[src/rtl/fetch_pkg.sv]
// Shared constants and types for the instruction prefetch buffer.
package fetch_pkg;

  localparam int unsigned BYTE_W = 8;

  typedef logic [BYTE_W-1:0] byte_t;

  localparam logic [1:0] CONSUME_NONE = 2'd0;
  localparam logic [1:0] CONSUME_ONE  = 2'd1;
  localparam logic [1:0] CONSUME_TWO  = 2'd2;

  // Bytes actually retired: a request larger than what is presented is clipped.
  function automatic logic [1:0] clamp_pop(input logic [1:0] req, input logic [1:0] avail);
    return (req > avail) ? avail : req;
  endfunction

endpackage

[src/rtl/fetch_byte_fifo.sv]
// Circular byte buffer with single-byte push, 0..2-byte pop and synchronous flush.
module fetch_byte_fifo #(
  parameter int unsigned DATA_W = 8,
  parameter int unsigned DEPTH  = 4
) (
  input  logic                         clk,
  input  logic                         rst_n,
  input  logic                         i_push,
  input  logic [DATA_W-1:0]            i_push_data,
  input  logic [1:0]                   i_pop,
  input  logic                         i_flush,
  output logic [DATA_W-1:0]            o_rd0,
  output logic [DATA_W-1:0]            o_rd1,
  output logic [$clog2(DEPTH):0]       o_count
);

  localparam int unsigned PTR_W = $clog2(DEPTH);
  localparam int unsigned CNT_W = PTR_W + 1;

  logic [DATA_W-1:0] r_mem [DEPTH];
  logic [PTR_W-1:0]  r_rd_ptr;
  logic [PTR_W-1:0]  r_wr_ptr;
  logic [CNT_W-1:0]  r_count;
  logic [PTR_W-1:0]  w_rd_ptr1;

  // Storage carries no reset; reads are gated by the count.
  always_ff @(posedge clk) begin
    if (i_push) begin
      r_mem[r_wr_ptr] <= i_push_data;
    end
  end

  always_ff @(posedge clk or negedge rst_n) begin
    if (!rst_n) begin
      r_rd_ptr <= '0;
      r_wr_ptr <= '0;
      r_count  <= '0;
    end else if (i_flush) begin
      r_rd_ptr <= '0;
      r_wr_ptr <= '0;
      r_count  <= '0;
    end else begin
      if (i_push) begin
        r_wr_ptr <= r_wr_ptr + PTR_W'(1);
      end
      r_rd_ptr <= r_rd_ptr + PTR_W'(i_pop);
      r_count  <= r_count + CNT_W'(i_push) - CNT_W'(i_pop);
    end
  end

  assign w_rd_ptr1 = r_rd_ptr + PTR_W'(1);
  assign o_rd0     = (r_count != '0)          ? r_mem[r_rd_ptr]  : '0;
  assign o_rd1     = (r_count >= CNT_W'(2))   ? r_mem[w_rd_ptr1] : '0;
  assign o_count   = r_count;

endmodule

[src/rtl/instr_prefetch_buffer.sv]
// Sequential ROM prefetcher feeding up to two bytes per cycle to decode, with redirect.
module instr_prefetch_buffer
  import fetch_pkg::*;
#(
  parameter int unsigned      DATA_W     = 8,
  parameter int unsigned      ADDR_W     = 8,
  parameter int unsigned      DEPTH      = 4,
  parameter logic [ADDR_W-1:0] RESET_ADDR = '0
) (
  input  logic              clk,
  input  logic              reset,
  output logic              rom_req,
  output logic [ADDR_W-1:0] rom_address,
  input  logic [DATA_W-1:0] rom_data,
  output logic [DATA_W-1:0] opcode1,
  output logic [DATA_W-1:0] opcode2,
  output logic [1:0]        out_count,
  output logic [ADDR_W-1:0] head_pc,
  input  logic [1:0]        consume,
  input  logic              redirect,
  input  logic [ADDR_W-1:0] redirect_addr,
  output logic              consume_err
);

  localparam int unsigned CNT_W = $clog2(DEPTH) + 1;
  localparam int unsigned OCC_W = CNT_W + 1;

  logic [ADDR_W-1:0] r_fetch_pc;
  logic [ADDR_W-1:0] r_head_pc;
  logic              r_inflight;
  logic              r_consume_err;

  logic [CNT_W-1:0]  w_fifo_count;
  logic [OCC_W-1:0]  w_occupancy;
  logic [1:0]        w_out_count;
  logic [1:0]        w_pop;
  logic              w_push;
  logic              w_req;
  logic              w_over;
  logic [DATA_W-1:0] w_rd0;
  logic [DATA_W-1:0] w_rd1;

  // Slots already promised to an in-flight read count as occupied.
  assign w_occupancy = OCC_W'(w_fifo_count) + OCC_W'(r_inflight);
  assign w_req       = reset & ~redirect & (w_occupancy < OCC_W'(DEPTH));

  assign w_out_count = (w_fifo_count >= CNT_W'(2)) ? CONSUME_TWO : 2'(w_fifo_count);
  assign w_over      = ~redirect & (consume > w_out_count);
  assign w_pop       = redirect ? CONSUME_NONE : clamp_pop(consume, w_out_count);
  assign w_push      = r_inflight & ~redirect;

  fetch_byte_fifo #(
    .DATA_W (DATA_W),
    .DEPTH  (DEPTH)
  ) u_fifo (
    .clk         (clk),
    .rst_n       (reset),
    .i_push      (w_push),
    .i_push_data (rom_data),
    .i_pop       (w_pop),
    .i_flush     (redirect),
    .o_rd0       (w_rd0),
    .o_rd1       (w_rd1),
    .o_count     (w_fifo_count)
  );

  always_ff @(posedge clk or negedge reset) begin
    if (!reset) begin
      r_fetch_pc    <= RESET_ADDR;
      r_head_pc     <= RESET_ADDR;
      r_inflight    <= 1'b0;
      r_consume_err <= 1'b0;
    end else begin
      r_inflight <= w_req;
      if (redirect) begin
        r_fetch_pc <= redirect_addr;
        r_head_pc  <= redirect_addr;
      end else begin
        if (w_req) begin
          r_fetch_pc <= r_fetch_pc + ADDR_W'(1);
        end
        r_head_pc <= r_head_pc + ADDR_W'(w_pop);
      end
      if (w_over) begin
        r_consume_err <= 1'b1;
      end
    end
  end

  assign rom_req     = w_req;
  assign rom_address = r_fetch_pc;
  assign opcode1     = w_rd0;
  assign opcode2     = w_rd1;
  assign out_count   = w_out_count;
  assign head_pc     = r_head_pc;
  assign consume_err = r_consume_err;

endmodule
[config.mk]
export PLATFORM = sky130hd
export DESIGN_NAME = instr_prefetch_buffer
export DESIGN_NICKNAME = d
export VERILOG_FILES = /design/src/rtl/fetch_pkg.sv /design/src/rtl/fetch_byte_fifo.sv /design/src/rtl/instr_prefetch_buffer.sv
export SDC_FILE = /design/constraint.sdc
export NUM_CORES = 1
export LEC_CHECK = 0
export ABC_CLOCK_PERIOD_IN_PS = 2750
export BUFFER_PORTS_ARGS = -buffer_cell sky130_fd_sc_hd__buf_2
export CAP_MARGIN = 20
export CORE_UTILIZATION = 28
export DETAILED_ROUTE_END_ITERATION = 8
export GPL_TIMING_DRIVEN = 0
export HOLD_SLACK_MARGIN = 0.12
export PLACE_DENSITY_LB_ADDON = 0.1
export SYNTH_ARGS = -nofsm -noshare
export SYNTH_HDL_FRONTEND = slang
export SYNTH_SLANG_ARGS = --single-unit
[constraint.sdc]
create_clock -name clk -period 2.75 [get_ports clk]
set_input_delay 0.275 -clock clk [delete_from_list [all_inputs] [get_ports clk]]
set_output_delay 0.275 -clock clk [all_outputs]
set_load 0.05 [all_outputs]
### After elaboration in Yosys (flattened, before gate mapping)

Memory sizes are Yosys's and may differ from the RTL's.
Index checks and enable logic that the tools add are counted.

* flip-flop bits (word level): 25
* memories kept: 1
* input port bits: 21
* RAM bits: 32
* logic and storage cells: 41

Memories
* u_fifo.r_mem: depth 4, width 8, rd ports 2, clocked after Yosys merged registers in 0, wr ports 1, line fetch_byte_fifo.sv:20 `logic [DATA_W-1:0] r_mem [DEPTH];`

* $add $sub $neg: 8
* reduce and logical (&&, ||, !) cells: 3
* bitwise logic cells: 5
* magnitude comparators: 3
* multiplexer cells: 14

Operators by type and width (count)
* two-way mux 8 bit: 5
* two-way mux 2 bit: 6
* adder 8 x 1 -> 8 bit, second input constant: 1
* adder 8 x 2 -> 8 bit: 1
* adder 2 x 1 -> 2 bit, second input constant: 2
* adder 3 x 1 -> 4 bit: 1
* AND 1 bit: 4
* less-than comparator 4 x 3 -> 1 bit, second input constant: 1
* nonzero test 2 bit: 2
* adder 3 x 1 -> 3 bit: 1
* >= comparator 3 x 2 -> 1 bit, second input constant: 1
* two-way mux 3 bit: 1
* nonzero test 3 bit: 1
* subtractor 3 x 2 -> 3 bit: 1
* adder 2 bit: 1
* greater-than comparator 2 bit: 1
* two-way mux 1 bit: 2
* NOT 1 bit: 1

### Depth between registers and ports, before layout

* depth after elaboration: 7
* depth in mapped cells: 13

### Hierarchy

A second synthesis with hierarchy kept.

* cells, all modules: 222
* area, all modules: 2967.8 sq um

Modules (own cells, without submodules)
* fetch_byte_fifo: cells each 108, area an instance 1945.6 sq um, times used 1
* instr_prefetch_buffer: cells each 114, area an instance 1022.2 sq um, times used 1

### Worst setup path after synthesis

No wires, ideal clock.

* path type: register -> register
* start point: register u_fifo.r_count[2] (netlist: u_fifo.o_count[2])
* end point: register u_fifo.r_count[2] (netlist: u_fifo.o_count[2])
* path slack: -0.262 ns
* data required time: 2.619 ns
* buffers on the path: 0
* arrival: 2.881 ns
* cell stages (with the launch flop): 14
* period minus slack after synthesis: 3.012 ns
* cells stage by stage: dfrtp_1 -> nor2_2 -> inv_1 -> ha_1 -> nand2b_1 -> a21oi_4 -> and2b_1 -> o21bai_1 -> ha_1 -> inv_1 -> fa_1 -> xor2_1 -> xnor2_1 -> nor2_1

* cells in the longest elaborated chain, start to end: 7
* elaborated cells on any way between the ends: 8

RTL lines
* from (decl): line fetch_byte_fifo.sv:23 `logic [CNT_W-1:0] r_count;`
* from (signal assigned): line fetch_byte_fifo.sv:47 `r_count <= r_count + CNT_W'(i_push) - CNT_W'(i_pop);`
* >= comparator 3 x 2 -> 1 bit (*): line instr_prefetch_buffer.sv:47 `assign w_out_count = (w_fifo_count >= CNT_W'(2)) ? CONSUME_TWO : 2'(w_fifo_count);`
* two-way mux 2 bit (*): line instr_prefetch_buffer.sv:47
* named net out_count[1]: line instr_prefetch_buffer.sv:17 `output logic [1:0] out_count,`
* greater-than comparator 2 bit: line fetch_pkg.sv:14 `return (req > avail) ? avail : req;`
* two-way mux 2 bit (*): line fetch_pkg.sv:14
* two-way mux 2 bit (*): line instr_prefetch_buffer.sv:49 `assign w_pop = redirect ? CONSUME_NONE : clamp_pop(consume, w_out_count);`
* subtractor 3 x 2 -> 3 bit (*): line fetch_byte_fifo.sv:47
* two-way mux 3 bit (*): line fetch_byte_fifo.sv:38 `end else if (i_flush) begin`

Mark *: on every way through the listed nets, which the timed path passes. The rest lies on a longest branch.
A chain may end at the register's enable or synchronous reset.

### Worst setup path after layout

* start point: register u_fifo.r_count[2] (netlist: u_fifo.o_count[2])
* end point: register u_fifo.r_count[2] (netlist: u_fifo.o_count[2])

* cells in the longest elaborated chain, start to end: 7
* elaborated cells on any way between the ends: 8

RTL lines (line)
* >= comparator 3 x 2 -> 1 bit: instr_prefetch_buffer.sv:47
* two-way mux 2 bit: instr_prefetch_buffer.sv:47
* greater-than comparator 2 bit: fetch_pkg.sv:14
* two-way mux 2 bit: fetch_pkg.sv:14
* two-way mux 2 bit: instr_prefetch_buffer.sv:49
* subtractor 3 x 2 -> 3 bit (*): fetch_byte_fifo.sv:47
* two-way mux 3 bit (*): fetch_byte_fifo.sv:38

Mark *: on every way between the ends. The rest lies on a longest branch, timed or not.

==> flow_summary_export.csv <==
group,metric,value,unit
pwr,power_density,880.3,nW/µm²
sta,setup_violations,0,
clock_network,clock_latency,0.33,ns
logic_synthesis,synth_fp_nets,265,
cells_and_area,syn_to_final_growth,23.22,%
logic_synthesis,synth_edf_count,32,
floorplanning,core_area,10420,µm²
sta,post-route-min-period,2.641,ns
logic_synthesis,async_flop_share,43.86,%
detailed_routing,viasPerCell,4.735,
clock_network,cts_tree,"built",
floorplanning,die_h,106.1,µm
cells_and_area,drive_gt1_share,34.84,%
sta,finalHoldViolCount,0,
clock_network,clock_path_buffers,2,
grt,grt_max_degree,28,
flow_run,drv_cap,0,
sta,min_period_over_period,96.04,%
setup_path,r2r_start,"u_fifo.o_count[2]$_DFF_PN0_",
place,dpl.cell_count,422,
min_path,hp-class,"in -> reg",
pwr,clockPowerShare,19.3,%
sta,setup_ws,0.1088,ns
logic_synthesis,ys_seq_area_share,52.29,%
clock_network,clock-root-buffer,"clkbuf_8",
logic_synthesis,synthFlopType,"edfxtp_1",
place,post_dp_cell_area,3510,µm²
cells_and_area,fin_nets,340,
sta,fin_skew,0.006714,ns
detailed_routing,drc,0,
logic_synthesis,ys_types,48,
floorplanning,rows,37,
run_status,status,"complete, no violations",
logic_synthesis,ys_warn_count,0,
grt,grt_pass1_vias,2082,
cells_and_area,layout.cells.most_common,"buf_2",
logic_synthesis,netlist_area,3034,µm²
floorplanning,io_pins,57,
place,pre_cts_ws,-0.3255,ns
sta,tightest_slew,0.6935,ns
setup_path,crit_type,"reg -> reg",
setup_path,regToRegEndpoint,"u_fifo.o_count[2]$_DFF_PN0_",
setup_path,setup.worst_path.start_class,"register",
pwr,p_leak,0.001502,µW
setup_path,ff2ff_path_depth,13,
logic_synthesis,synth.avg_cell_area,13.13,µm²
detailed_routing,vias,2112,
sta,max_freq,378.6,MHz
floorplanning,start_util,29.13,%
grt,antenna_found_initial,0,
detailed_routing,drtAntennaViolNets,0,
cells_and_area,post-route-util,35.89,%
grt,grt_pass1_wl,11360,µm
cells_and_area,num_antenna_cells,0,
sta,slew_viol_final,0,
detailed_routing,post_drt_wl_per_cell,16.01,µm
floorplanning,die_area,11260,µm²
cells_and_area,design_area,3739,µm²
grt,grt_usage,13.68,%
setup_path,worst_ep_required_time,2.95,ns
setup_path,critical_path.max_fanout,4,
place,gp_congestion,0.7059,
setup_path,worstSetupEndpointType,"register",
logic_synthesis,synth_cells,231,
detailed_routing,drt_wl_total,7139,µm
clock_network,path_clk_slew,0.07,ns
pwr,power_switching,1430,µW
place,io_buffers,55,
setup_path,cp.arrival,2.84,ns
sta,maxSlewHeadroom,53.59,%
place,dp_hpwl,4966,µm
clock_network,cts.sinks,57,
pwr,combinationalPowerShare,48.2,%
logic_synthesis,synth-seq-cells,57,
pwr,p_sw_share,43.46,%
detailed_routing,firstDrtPassIters,4,
setup_path,cp-startpoint,"u_fifo.o_count[2]$_DFF_PN0_",
setup_path,crit_path_end,"u_fifo.o_count[2]$_DFF_PN0_",
detailed_routing,drt-initial-drc-count,98,
grt,grt_overflow,0,
pwr,power_frac_seq,32.5,%
clock_network,htreeDepth,3,
pwr,ir_drop,362.6,µV
pwr,p_int,1861,µW
cells_and_area,final_cell_mix,"buf_2 (58), edfxtp_1 (32), dfrtp_1 (24), nor2b_1 (21), mux4_2 (16)",
setup_path,reg2reg_slack,0.11,ns
sta,rsz0062_at_grt,"true",
clock_network,cts_buffers,9,
floorplanning,die_w,106.1,µm
pwr,design_power_total,3291,µW
cells_and_area,stdcell_count,446,
[power by group through the flow]
stage | Sequential, µW | Combinational [µW] | Clock (µW)
finish | 1070 | 1590 | 635
global placement | 1090 | 1530 | 0
CTS | 1070 | 1570 | 663
global route | 1080 | 1710 | 702
detailed placement | 1090 | 1530 | 0
floorplan | 1200 | 1070 | 0
[sequential cells by signal, indices dropped and copies added (netlist names)]
register         count
u_fifo.r_rd_ptr      2
consume_err          1
u_fifo.r_mem        32
u_fifo.o_count       3
rom_address          8
head_pc              8
r_inflight           1
u_fifo.r_wr_ptr      2
[cell type report]
class | count | area [µm²]
Fill cell | 1052 | 6678
Sequential cell | 57 | 1588
Multi-Input combinational cell | 154 | 1393
Timing Repair Buffer | 64 | 347.8
Tap cell | 136 | 170.2
Clock buffer | 11 | 131.4
Inverter | 11 | 45.04
Buffer | 9 | 42.54
Clock inverter | 4 | 21.27
[worst min-delay path by stage]
stage                start                           end  slack, ns  cells past startpoint
2_1_floorplan        reset       consume_err$_DFFE_PN0P_      -0.02                      0
3_3_place_gp         reset          head_pc[7]$_DFF_PN0_       0.34                      1
3_5_place_dp         reset          head_pc[7]$_DFF_PN0_       0.34                      1
4_1_cts        rom_data[2]  u_fifo.r_mem[0][2]$_DFFE_PP_       0.14                      1
5_1_grt        rom_data[4]  u_fifo.r_mem[3][4]$_DFFE_PP_       0.14                      1
6_report       rom_data[2]  u_fifo.r_mem[0][2]$_DFFE_PP_       0.16                      1
[logic make-up (layout without fill, tap and decap cells)]
| kind of cell | after synthesis | count (layout) | share of synthesized area [%] |
|---|---|---|---|
| simple gates | 83 | 83 | 15.96 |
| flops | 57 | 57 | 52.29 |
| compound gates | 29 | 29 | 7.423 |
| buf+inv | 20 | 99 | 2.763 |
| mux | 18 | 18 | 12.54 |
| fa+ha+maj | 13 | 13 | 5.856 |
| xor+xnor | 11 | 11 | 3.175 |
[what timing repair did]
item                       4_1_cts  5_1_grt
setup endpoints to repair        2        2
pin swaps                        1        1
buffers inserted                 3        5
gates resized for setup          0        2
hold buffers                     1        0
hold endpoints to repair        25        0
[worst max-delay path, cell delays in order, from the launching register on]
cell and delay (ns):
dfrtp_2 0.45, nor2_4 0.18, clkinvlp_4 0.15, ha_4 0.30, nand2b_4 0.07, a21oi_4 0.14
and2b_1 0.18, o21bai_1 0.11, ha_1 0.15, inv_1 0.05, fa_1 0.37, xor2_1 0.17
xnor2_1 0.14, nor2_1 0.05
[cells in the mapped netlist, types with 5 or more instances]
library cell | count | area share [%]
dfrtp_1 | 25 | 21
xnor2_1 | 7 | 2.0
nor2_1 | 11 | 1.4
ha_1 | 11 | 4.5
nand3_1 | 6 | 0.99
inv_1 | 11 | 1.4
and2_1 | 5 | 1.0
nand2_1 | 13 | 1.6
mux4_2 | 16 | 12
edfxtp_1 | 32 | 32
nor2b_1 | 21 | 4.3
o21ai_0 | 8 | 1.3
[metal layers]
metal / GRT usage (%) / routed length (µm) / vias up
met5: 0 / 0 / -
met4: 4.464 / 87 / 0
met3: 3.617 / 276 / 7
met2: 20.87 / 3302 / 41
met1: 18.83 / 3472 / 1052
li1: - / - / 1012
[per-stage QoR]
| step | hold WS, ns | setup TNS, ns |
|---|---|---|
| floorplan | -0.02059 | -0.1551 |
| global placement | 0.3416 | -0.4254 |
| detailed placement | 0.3415 | -0.4363 |
| CTS | 0.1374 | 0 |
| global route | 0.1428 | -0.07667 |
| finish | 0.1576 | 0 |
No activity file was read; power rests on OpenSTA's default activity.
